**src/rtl/timer_run_ctrl.sv**
```systemverilog
// ---------------------------------------------------------------------------
// timer_run_ctrl
//   Run controller for the 4-digit countdown timer. It divides the system
//   clock into a count-enable tick, clamps and latches the preset, and runs
//   an IDLE/RUN/PAUSE/EXPIRED FSM from one-cycle user strobes. When the
//   count reaches zero it raises a timed alarm.
//
// Ports
//   i_CLK          system clock, rising edge
//   i_RST_N        asynchronous active-low reset
//   i_Start        strobe: start / resume counting
//   i_Stop         strobe: pause / acknowledge alarm
//   i_Load         strobe: latch i_Preset, return to IDLE
//   i_Preset[15:0] four BCD/hex digits, [15:12] is the MSD
//   i_Zero         datapath reports all four digits are zero
//   o_Tick         one-cycle count enable to the datapath
//   o_Load_strobe  one-cycle load enable to the datapath
//   o_Preset_val   clamped preset held for the datapath load
//   o_Alarm        high while the EXPIRED alarm window is active
//   o_State        0=IDLE 1=RUN 2=PAUSE 3=EXPIRED
// ---------------------------------------------------------------------------
module timer_run_ctrl #(
  parameter int c_TICK_DIV    = 100000,
  parameter int c_ALARM_TICKS = 3000,
  parameter int c_HEX_DEC     = 9
) (
  input  logic        i_CLK,
  input  logic        i_RST_N,
  input  logic        i_Start,
  input  logic        i_Stop,
  input  logic        i_Load,
  input  logic [15:0] i_Preset,
  input  logic        i_Zero,
  output logic        o_Tick,
  output logic        o_Load_strobe,
  output logic [15:0] o_Preset_val,
  output logic        o_Alarm,
  output logic [1:0]  o_State
);

  localparam int PW = $clog2(c_TICK_DIV);
  localparam int AW = $clog2(c_ALARM_TICKS + 1);
  localparam logic [PW-1:0] PRESC_MAX  = PW'(c_TICK_DIV - 1);
  localparam logic [AW-1:0] ALARM_LAST = AW'(c_ALARM_TICKS - 1);
  localparam logic [3:0]    DIG_MAX    = 4'(c_HEX_DEC);

  typedef enum logic [1:0] {
    S_IDLE    = 2'd0,
    S_RUN     = 2'd1,
    S_PAUSE   = 2'd2,
    S_EXPIRED = 2'd3
  } state_t;

  state_t          state_q, state_d;
  logic [PW-1:0]   presc_q, presc_d;
  logic [AW-1:0]   acnt_q, acnt_d;
  logic            tick_q, tick_d;
  logic            lds_q, lds_d;
  logic            alarm_q, alarm_d;
  logic [15:0]     preset_q, preset_d;
  logic            wrap;

  // Any digit above the mode's maximum is forced to that maximum.
  function automatic logic [15:0] clamp_preset(input logic [15:0] p);
    logic [15:0] r;
    r = p;
    for (int i = 0; i < 4; i++) begin
      if (p[i*4 +: 4] > DIG_MAX) r[i*4 +: 4] = DIG_MAX;
    end
    return r;
  endfunction

  assign wrap = (presc_q == PRESC_MAX);

  always_comb begin
    state_d  = state_q;
    presc_d  = presc_q;
    acnt_d   = acnt_q;
    tick_d   = 1'b0;
    lds_d    = 1'b0;
    alarm_d  = alarm_q;
    preset_d = preset_q;

    if (i_Load) begin
      // Load overrides every other strobe and any pending wrap.
      state_d  = S_IDLE;
      presc_d  = '0;
      acnt_d   = '0;
      alarm_d  = 1'b0;
      lds_d    = 1'b1;
      preset_d = clamp_preset(i_Preset);
    end else begin
      unique case (state_q)
        S_IDLE: begin
          if (i_Start && !i_Zero) begin
            state_d = S_RUN;
            presc_d = '0;
          end
        end
        S_RUN: begin
          if (i_Stop) begin
            // Prescaler freezes, even on a wrap edge; no tick is issued.
            state_d = S_PAUSE;
          end else if (wrap) begin
            presc_d = '0;
            if (i_Zero) begin
              // Suppress the tick so the datapath never wraps past zero.
              state_d = S_EXPIRED;
              alarm_d = 1'b1;
              acnt_d  = '0;
            end else begin
              tick_d = 1'b1;
            end
          end else begin
            presc_d = presc_q + PW'(1);
          end
        end
        S_PAUSE: begin
          if (i_Start) state_d = S_RUN;
        end
        S_EXPIRED: begin
          if (i_Stop) begin
            state_d = S_IDLE;
            alarm_d = 1'b0;
            acnt_d  = '0;
            presc_d = '0;
          end else if (wrap) begin
            presc_d = '0;
            if (acnt_q == ALARM_LAST) begin
              state_d = S_IDLE;
              alarm_d = 1'b0;
              acnt_d  = '0;
            end else begin
              acnt_d = acnt_q + AW'(1);
            end
          end else begin
            presc_d = presc_q + PW'(1);
          end
        end
        default: state_d = S_IDLE;
      endcase
    end
  end

  always_ff @(posedge i_CLK or negedge i_RST_N) begin
    if (!i_RST_N) begin
      state_q  <= S_IDLE;
      presc_q  <= '0;
      acnt_q   <= '0;
      tick_q   <= 1'b0;
      lds_q    <= 1'b0;
      alarm_q  <= 1'b0;
      preset_q <= {4{DIG_MAX}};
    end else begin
      state_q  <= state_d;
      presc_q  <= presc_d;
      acnt_q   <= acnt_d;
      tick_q   <= tick_d;
      lds_q    <= lds_d;
      alarm_q  <= alarm_d;
      preset_q <= preset_d;
    end
  end

  assign o_Tick        = tick_q;
  assign o_Load_strobe = lds_q;
  assign o_Preset_val  = preset_q;
  assign o_Alarm       = alarm_q;
  assign o_State       = state_q;

endmodule
```
**config.mk**
```make
export PLATFORM = sky130hd
export DESIGN_NAME = timer_run_ctrl
export DESIGN_NICKNAME = d
export VERILOG_FILES = /design/src/rtl/timer_run_ctrl.sv
export SDC_FILE = /design/constraint.sdc
export NUM_CORES = 1
export LEC_CHECK = 0
export ABC_AREA = 1
export CORE_ASPECT_RATIO = 1.1
export CORE_UTILIZATION = 45
export CTS_CLUSTER_DIAMETER = 30
export DETAILED_ROUTE_END_ITERATION = 7
export GPL_ROUTABILITY_DRIVEN = 0
export PLACE_DENSITY = 0.69
export SLEW_MARGIN = 20
export SYNTH_ARGS = -nofsm -noshare
export SYNTH_HDL_FRONTEND = slang
export SYNTH_SLANG_ARGS = --single-unit
```
**constraint.sdc**
```tcl
create_clock -name i_CLK -period 1.5 [get_ports i_CLK]
set_input_delay 0.3 -clock i_CLK [delete_from_list [all_inputs] [get_ports i_CLK]]
set_output_delay 0.3 -clock i_CLK [all_outputs]
set_load 0.02 [all_outputs]
```
==> parameters.txt, run 1 <==
Parameter                              Value

Clock tree
  CTS Sinks ... 50
  Number of buffers created by CTS ... 5
  H-tree depth reported by CTS ... 2
  Clk root buf ... clkbuf_8
  Clock tree from TritonCTS ... done
  Clock-pin slew on the worst setup and hold paths ... 100 ps
  Clock Path Buffers ... 2
  Insertion delay to the later sink of the worst-skew pair ... 310 ps

Pwr
  Final Total Pwr ... 4.43 mW
  Worst supply voltage drop on vdd ... 606 µV
  Static Leakage ... 2.04 nW
  Power per cell area ... 1060 nW/µm²

Synth
  Synthesized cell area ... 2840 µm²
  Synth unique cells ... 29
  Leading post-synthesis cells by cell area ... dfrtp_1 (37%), nand2_1 (16%), nor2_1 (10%)
  Largest area contributor in the synthesized netlist ... dfrtp_1
  Post-synthesis area per instance ... 7.15 µm²
  Gate count after technology mapping ... 398
  Fraction of synthesis flops using an asynchronous set or reset pin ... 100%
  Area share of the largest cell type after synthesis ... 37.0%
  Most used flip-flop cell after synthesis ... dfrtp_1
  Share of the yosys chip area belonging to registers ... 44.3%
  Post-synthesis sequential element count ... 50
  Net count of the mapped netlist ... 422
  Warnings from Yosys ... 0
  Number of enable-type register cells in the synthesized netlist ... 0

Cells and area
  Layout-stage area growth over the synthesis result ... 47.3%
  Antenna fix cells ... 0
  Most common cell after layout, fill and taps aside ... nand2_1
  Number of nets in the final layout ... 532
  Non-filler instance count after layout ... 589
  Filler cell count ... 506
  End-of-flow core utilization ... 68.5%
  Commonest cells after routing, fill and taps aside ... nand2_1 (101), nor2_1 (63), buf_4 (54)
  Final instance area ... 4190 µm²
  Fraction of layout instances using a drive strength above 1 ... 30.1%

Routing
  Remaining routing DRC violations ... 0
  Drt pass-1 iters ... 4
  Detailed-route wire length ... 7.77 mm
  Initial detailed-routing violation count ... 170
  Routed wirelength normalized by instance count ... 13.2 µm
  Number of vias in the routed layout ... 3,014
  Final antenna-violating net count ... 0
  Via/cell ratio ... 5.12

Critical path
  Crit path arrival time ... 1780 ps
  Worst Reg-to-Reg Cells ... 8
  Slowest stage cell, crit path ... dfrtp_1
  Startpoint of the worst register-to-register path ... o_State[0]
  Startpoint class of the critical path ... flop
  Crit path kind ... reg2reg
  Worst R2R End ... presc_q[7]
  CP max stage delay ... 420 ps
  Element type at the critical path end ... flop
  Reg2Reg Setup Slack ... -40 ps
  Crit path max fanout ... 7
  Critical path cell sequence ... buf_6 > nand2_1 > a21oi_4 > nand2_8 > buf_6 > nand2_8 > nand2_1 > nor2_1
  Required time of the critical path ... 1740 ps

Global routing
  Total overflow reported by the global router ... 0
  Antenna violations before repair ... 0
  Maximum number of pins on one net before global-route repair ... 51
  Number of global-route vias before repair ... 2,825
  Overall Global Routing Usage ... 23.8%
  Wire length of the first global-routing pass ... 12.4 mm

STA
  RSZ-0062 raised after global routing ... yes
  Pin slew with the least headroom to its limit ... 427 ps
  Max Clk Rate ... 0.651 GHz
  Final clock period utilization by the worst path ... 102%
  Max-slew headroom ... 71.4%
  Final setup slack of the worst path ... -35.1 ps
  Max Slew Vio Count ... 0
  Setup TNS ... -37.8 ps
  Setup-failing EPs final ... 2
  Shortest period the worst path allows ... 1540 ps
  Worst Hold Margin ... 366 ps
  Hold Vio Cnt, Final ... 0
  Clock Skew ... 5.30 ps

Placement
  Place WS ... -644 ps
  Port Buffers ... 42
  Placement Cell Area ... 3700 µm²
  Final HPWL from detailed placement ... 5.15 mm
  Placed instance count ... 565

Worst hold path
  Hold Path Stages ... 4
  Min-Delay Startpoint ... i_Stop
  Hold WC Path Type ... in2reg
  Hold path endpoint ... o_State[0]

Floorplan
  Vertical die dimension ... 85.4 µm
  Die Outline Area ... 6640 µm²
  Area inside the core boundary ... 6120 µm²
  Die width ... 77.8 µm
  Number of rows created at floorplan ... 30
  Initial cell density of the core ... 46.5%
  Number of placed I/O pins ... 43

Flow run
  Maximum Capacitance Violations ... 0

Run status
  Failing checks ... setup timing
  Outcome ... finished, violations left
[layout make-up]
type                            count  area (µm²)  share of cell area, %
Clock inverter                      2        12.5                  0.299
Multi-Input combinational cell    297        1620                   38.8
Tap cell                           80         100                   2.39
Inverter                           48         193                   4.60
Clock buffer                        6        82.6                   1.97
Timing Repair inverter              1        5.00                  0.119
Sequential cell                    50        1260                   30.1
Timing Repair Buffer              105         911                   21.7
[cells in the mapped netlist, types with 4 or more instances]
library cell and n:
dfrtp_1 42, o21ai_0 17, nand2_1 118, a22o_1 8, inv_2 4, inv_1 44, a21oi_1 9, dfstp_2 8
nand3_1 34, nor2_1 79, nand4_1 6, o21ai_2 5
[worst max-delay path: cells and delay by family (launching register included)]
kind | cells | cell delay [ps]
buf+inv | 2 | 290
simple gates | 5 | 490
compound gates | 1 | 260
flops | 1 | 420
[flip-flops by register name, indices dropped and copies added, names as in the netlist]
signal	flops
o_Tick	1
acnt_q	12
o_Load_strobe	1
o_Preset_val	16
o_Alarm	1
presc_q	17
o_State	2
[kinds of logic (layout without fill, tap and decap cells)]
logic type	after synthesis	in the layout	share of synthesized area, %
AO/OA/AOI/OAI	43	44	10.3
XOR/XNOR	1	1	0.308
adder cells (fa/ha/maj)	2	2	0.880
buffers and inverters	53	162	7.83
flip-flops	50	50	44.3
AND/OR/NAND/NOR	249	250	36.3
[per-layer routing]
| layer | routed length (µm) | track usage, % |
|---|---|---|
| met1 | 3300 | 28.3 |
| met2 | 3980 | 42.3 |
| met3 | 348 | 4.73 |
| met4 | 152 | 8.75 |
| met5 | 0 | 0 |
[worst max path at each step]
stage,from,endpoint,slack [ps],depth (start not counted)
floorplan,presc_q[1],acnt_q[8],5,11
global placement,i_Load,presc_q[4],-610,8
detailed placement,i_Load,presc_q[16],-640,8
CTS,presc_q[1],presc_q[4],-80,11
global route,presc_q[0],o_State[1],-90,11
finish,o_State[0],presc_q[7],-40,8
[power by group]
group	switching, mW	total [mW]	internal, mW
registers	0.0820	1.55	1.46
clock network	0.473	0.845	0.372
logic	1.18	2.03	0.858
total	1.73	4.43	2.69
[repair_timing]
action                     in CTS  in global routing
gates cloned                    1                  2
setup buffers                   6                  6
gates resized for setup        56                 65
hold buffers                    1                  0
pin swaps                      11                 34
hold endpoints to repair       42                  0
setup endpoints to repair      52                 42
Power figures use the tool's default switching activity.
==> inputs of run 2 (changes only) <==
--- a/config.mk
+++ b/config.mk
@@ -12,6 +12,7 @@
 export DETAILED_ROUTE_END_ITERATION = 7
 export GPL_ROUTABILITY_DRIVEN = 0
 export PLACE_DENSITY = 0.69
+export RECOVER_POWER = 25
 export SLEW_MARGIN = 20
 export SYNTH_ARGS = -nofsm -noshare
 export SYNTH_HDL_FRONTEND = slang
==> parameters.txt, run 2 (synthesis results as in run 1) <==
Parameter                              Value

Clock tree
  H-tree depth reported by CTS ... 2 (unchanged)
  Clk root buf ... clkbuf_8
  Clock tree from TritonCTS ... done
  Clock Path Buffers ... 2 (unchanged)
  Number of buffers created by CTS ... 5 (unchanged)
  Clock-pin slew on the worst setup and hold paths ... 100 ps (about the same)
  CTS Sinks ... 50 (unchanged)
  Insertion delay to the later sink of the worst-skew pair ... 320 ps (about the same)

Floorplan
  Initial cell density of the core ... 46.5% (unchanged)
  Number of rows created at floorplan ... 30 (unchanged)
  Area inside the core boundary ... 6120 µm² (unchanged)
  Die Outline Area ... 6640 µm² (unchanged)
  Vertical die dimension ... 85.4 µm (unchanged)
  Die width ... 77.8 µm (unchanged)
  Number of placed I/O pins ... 43 (unchanged)

Worst hold path
  Hold Path Stages ... 4 (unchanged)
  Min-Delay Startpoint ... i_Stop
  Hold path endpoint ... o_State[0]
  Hold WC Path Type ... in2reg

Global routing
  Total overflow reported by the global router ... 0 (unchanged)
  Number of global-route vias before repair ... 2,825 (unchanged)
  Antenna violations before repair ... 0 (unchanged)
  Wire length of the first global-routing pass ... 12.4 mm (unchanged)
  Maximum number of pins on one net before global-route repair ... 51 (unchanged)
  Overall Global Routing Usage ... 23.8% (unchanged)

Critical path
  Crit path arrival time ... 1790 ps (about the same)
  Crit path kind ... reg2reg
  Startpoint of the worst register-to-register path ... o_State[0]
  Worst Reg-to-Reg Cells ... 8 (unchanged)
  Worst R2R End ... presc_q[7]
  Element type at the critical path end ... flop
  Startpoint class of the critical path ... flop
  Reg2Reg Setup Slack ... -40 ps (about the same)
  Crit path max fanout ... 7 (unchanged)
  Required time of the critical path ... 1750 ps (about the same)

Cells and area
  End-of-flow core utilization ... 68.2% (-0.27 points)
  Fraction of layout instances using a drive strength above 1 ... 29.9% (-0.20 points)
  Commonest cells after routing, fill and taps aside ... nand2_1 (101), nor2_1 (63), buf_4 (53)
  Antenna fix cells ... 0 (unchanged)
  Filler cell count ... 510 (+0.79%)
  Most common cell after layout, fill and taps aside ... nand2_1
  Layout-stage area growth over the synthesis result ... 46.8%
  Number of flip-flops under the largest register name ... 17 (unchanged)
  Register name with the most flops ... presc_q
  Number of nets in the final layout ... 532 (unchanged)

Routing
  Final antenna-violating net count ... 0 (unchanged)
  Via/cell ratio ... 5.12 (unchanged)
  Detailed-route wire length ... 7.80 mm (+0.35%)
  Initial detailed-routing violation count ... 170 (unchanged)
  Drt pass-1 iters ... 4 (unchanged)
  Number of vias in the routed layout ... 3,014 (unchanged)
  Remaining routing DRC violations ... 0 (unchanged)
  Routed wirelength normalized by instance count ... 13.2 µm (+0.35%)

STA
  Hold Vio Cnt, Final ... 0 (unchanged)
  Setup TNS ... -43.9 ps (-6.05 ps)
  Final setup slack of the worst path ... -38.1 ps (-3.02 ps)
  Shortest period the worst path allows ... 1540 ps (+3.02 ps)
  Max Clk Rate ... 0.650 GHz (-0.20%)
  Pin slew with the least headroom to its limit ... 696 ps (+268 ps)
  Clock Skew ... 6.66 ps (+1.36 ps)
  Worst Hold Margin ... 362 ps (-4.48 ps)
  Max-slew headroom ... 53.6% (-18 points)
  Max Slew Vio Count ... 0 (unchanged)
  RSZ-0062 raised after global routing ... yes
  Setup-failing EPs final ... 4 (+2)
  Final clock period utilization by the worst path ... 103% (+0.20 points)

Run status
  Outcome ... finished, violations left
  Failing checks ... setup timing

Pwr
  Static Leakage ... 2.03 nW (-0.41%)
  Power per cell area ... 1060 nW/µm² (+0.56%)
  Worst supply voltage drop on vdd ... 606 µV (about the same)

Placement
  Port Buffers ... 42 (unchanged)
  Final HPWL from detailed placement ... 5.15 mm (unchanged)
  Place WS ... -644 ps (unchanged)

Flow run
  Maximum Capacitance Violations ... 0 (unchanged)
-- run 2: worst max path at each step --
stage | depth (start not counted) | slack, ps | endpoint | startpoint
after floorplan | 11 | 5 | acnt_q[8] | presc_q[1]
after global placement | 8 | -610 | presc_q[4] | i_Load
after detailed placement | 8 | -640 | presc_q[16] | i_Load
after CTS | 11 | -80 | presc_q[4] | presc_q[1]
after global routing | 11 | -90 | o_State[1] | presc_q[0]
final | 8 | -40 | presc_q[7] | o_State[0]
-- run 2: worst max-delay path, stage by stage, from the launching register on --
cell and delay, ps:
dfrtp_1 430, buf_6 140, nand2_1 90, a21oi_4 260
nand2_8 120, buf_6 150, nand2_8 100, nand2_1 70
nor2_1 110
-- run 2: power by group --
part           internal [mW]  switching, mW
registers               1.46         0.0835
clock network          0.372          0.480
logic                  0.853           1.18
total                   2.69           1.74
-- run 2: area by class of cell --
| type | instances | area [µm²] | area share [%] |
|---|---|---|---|
| repair buffers | 105 | 895 | 21.4 |
| repair inverters | 1 | 5.00 | 0.120 |
| clock inverters | 2 | 12.5 | 0.300 |
| flip-flops and latches | 50 | 1260 | 30.2 |
| multi-input cells | 297 | 1620 | 38.9 |
| inverters | 48 | 193 | 4.62 |
| clock buffers | 6 | 82.6 | 1.98 |
| well taps | 80 | 100 | 2.40 |
-- run 2: per-stage QoR --
| stage | instances | area (µm²) | power, mW |
|---|---|---|---|
| finish | 589 | 4170 | 4.43 |
| global placement | 565 | 3700 | 3.09 |
| detailed placement | 565 | 3700 | 3.10 |
| floorplan | 398 | 2840 | 2.45 |
| global route | 589 | 4170 | 4.64 |
| CTS | 581 | 3950 | 4.23 |
-- run 2: what timing repair did --
action	CTS	global route
hold buffers	1	0
gates cloned	1	2
pin swaps	11	34
setup endpoints to repair	52	42
endpoints found under the hold margin	42	0
buffers inserted	6	6
gates resized for setup	56	65
-- run 2: routing by layer --
layer  GRT usage (%)  up-vias  part of all wire (%)
met1            28.3     1433                    43
met5               0        -                     0
met3            4.73       16                   4.2
met2            42.3       73                    51
li1                -     1492                     -
met4            8.75        0                   2.1
==> inputs of run 3 (changes only) <==
--- a/config.mk
+++ b/config.mk
@@ -11,6 +11,7 @@
 export CTS_CLUSTER_DIAMETER = 30
 export DETAILED_ROUTE_END_ITERATION = 7
 export GPL_ROUTABILITY_DRIVEN = 0
+export HOLD_SLACK_MARGIN = 0.06
 export PLACE_DENSITY = 0.69
 export RECOVER_POWER = 25
 export SLEW_MARGIN = 20
==> results of run 3 <==
Same layout as run 2: the final DEF is identical, and so are final timing and power.
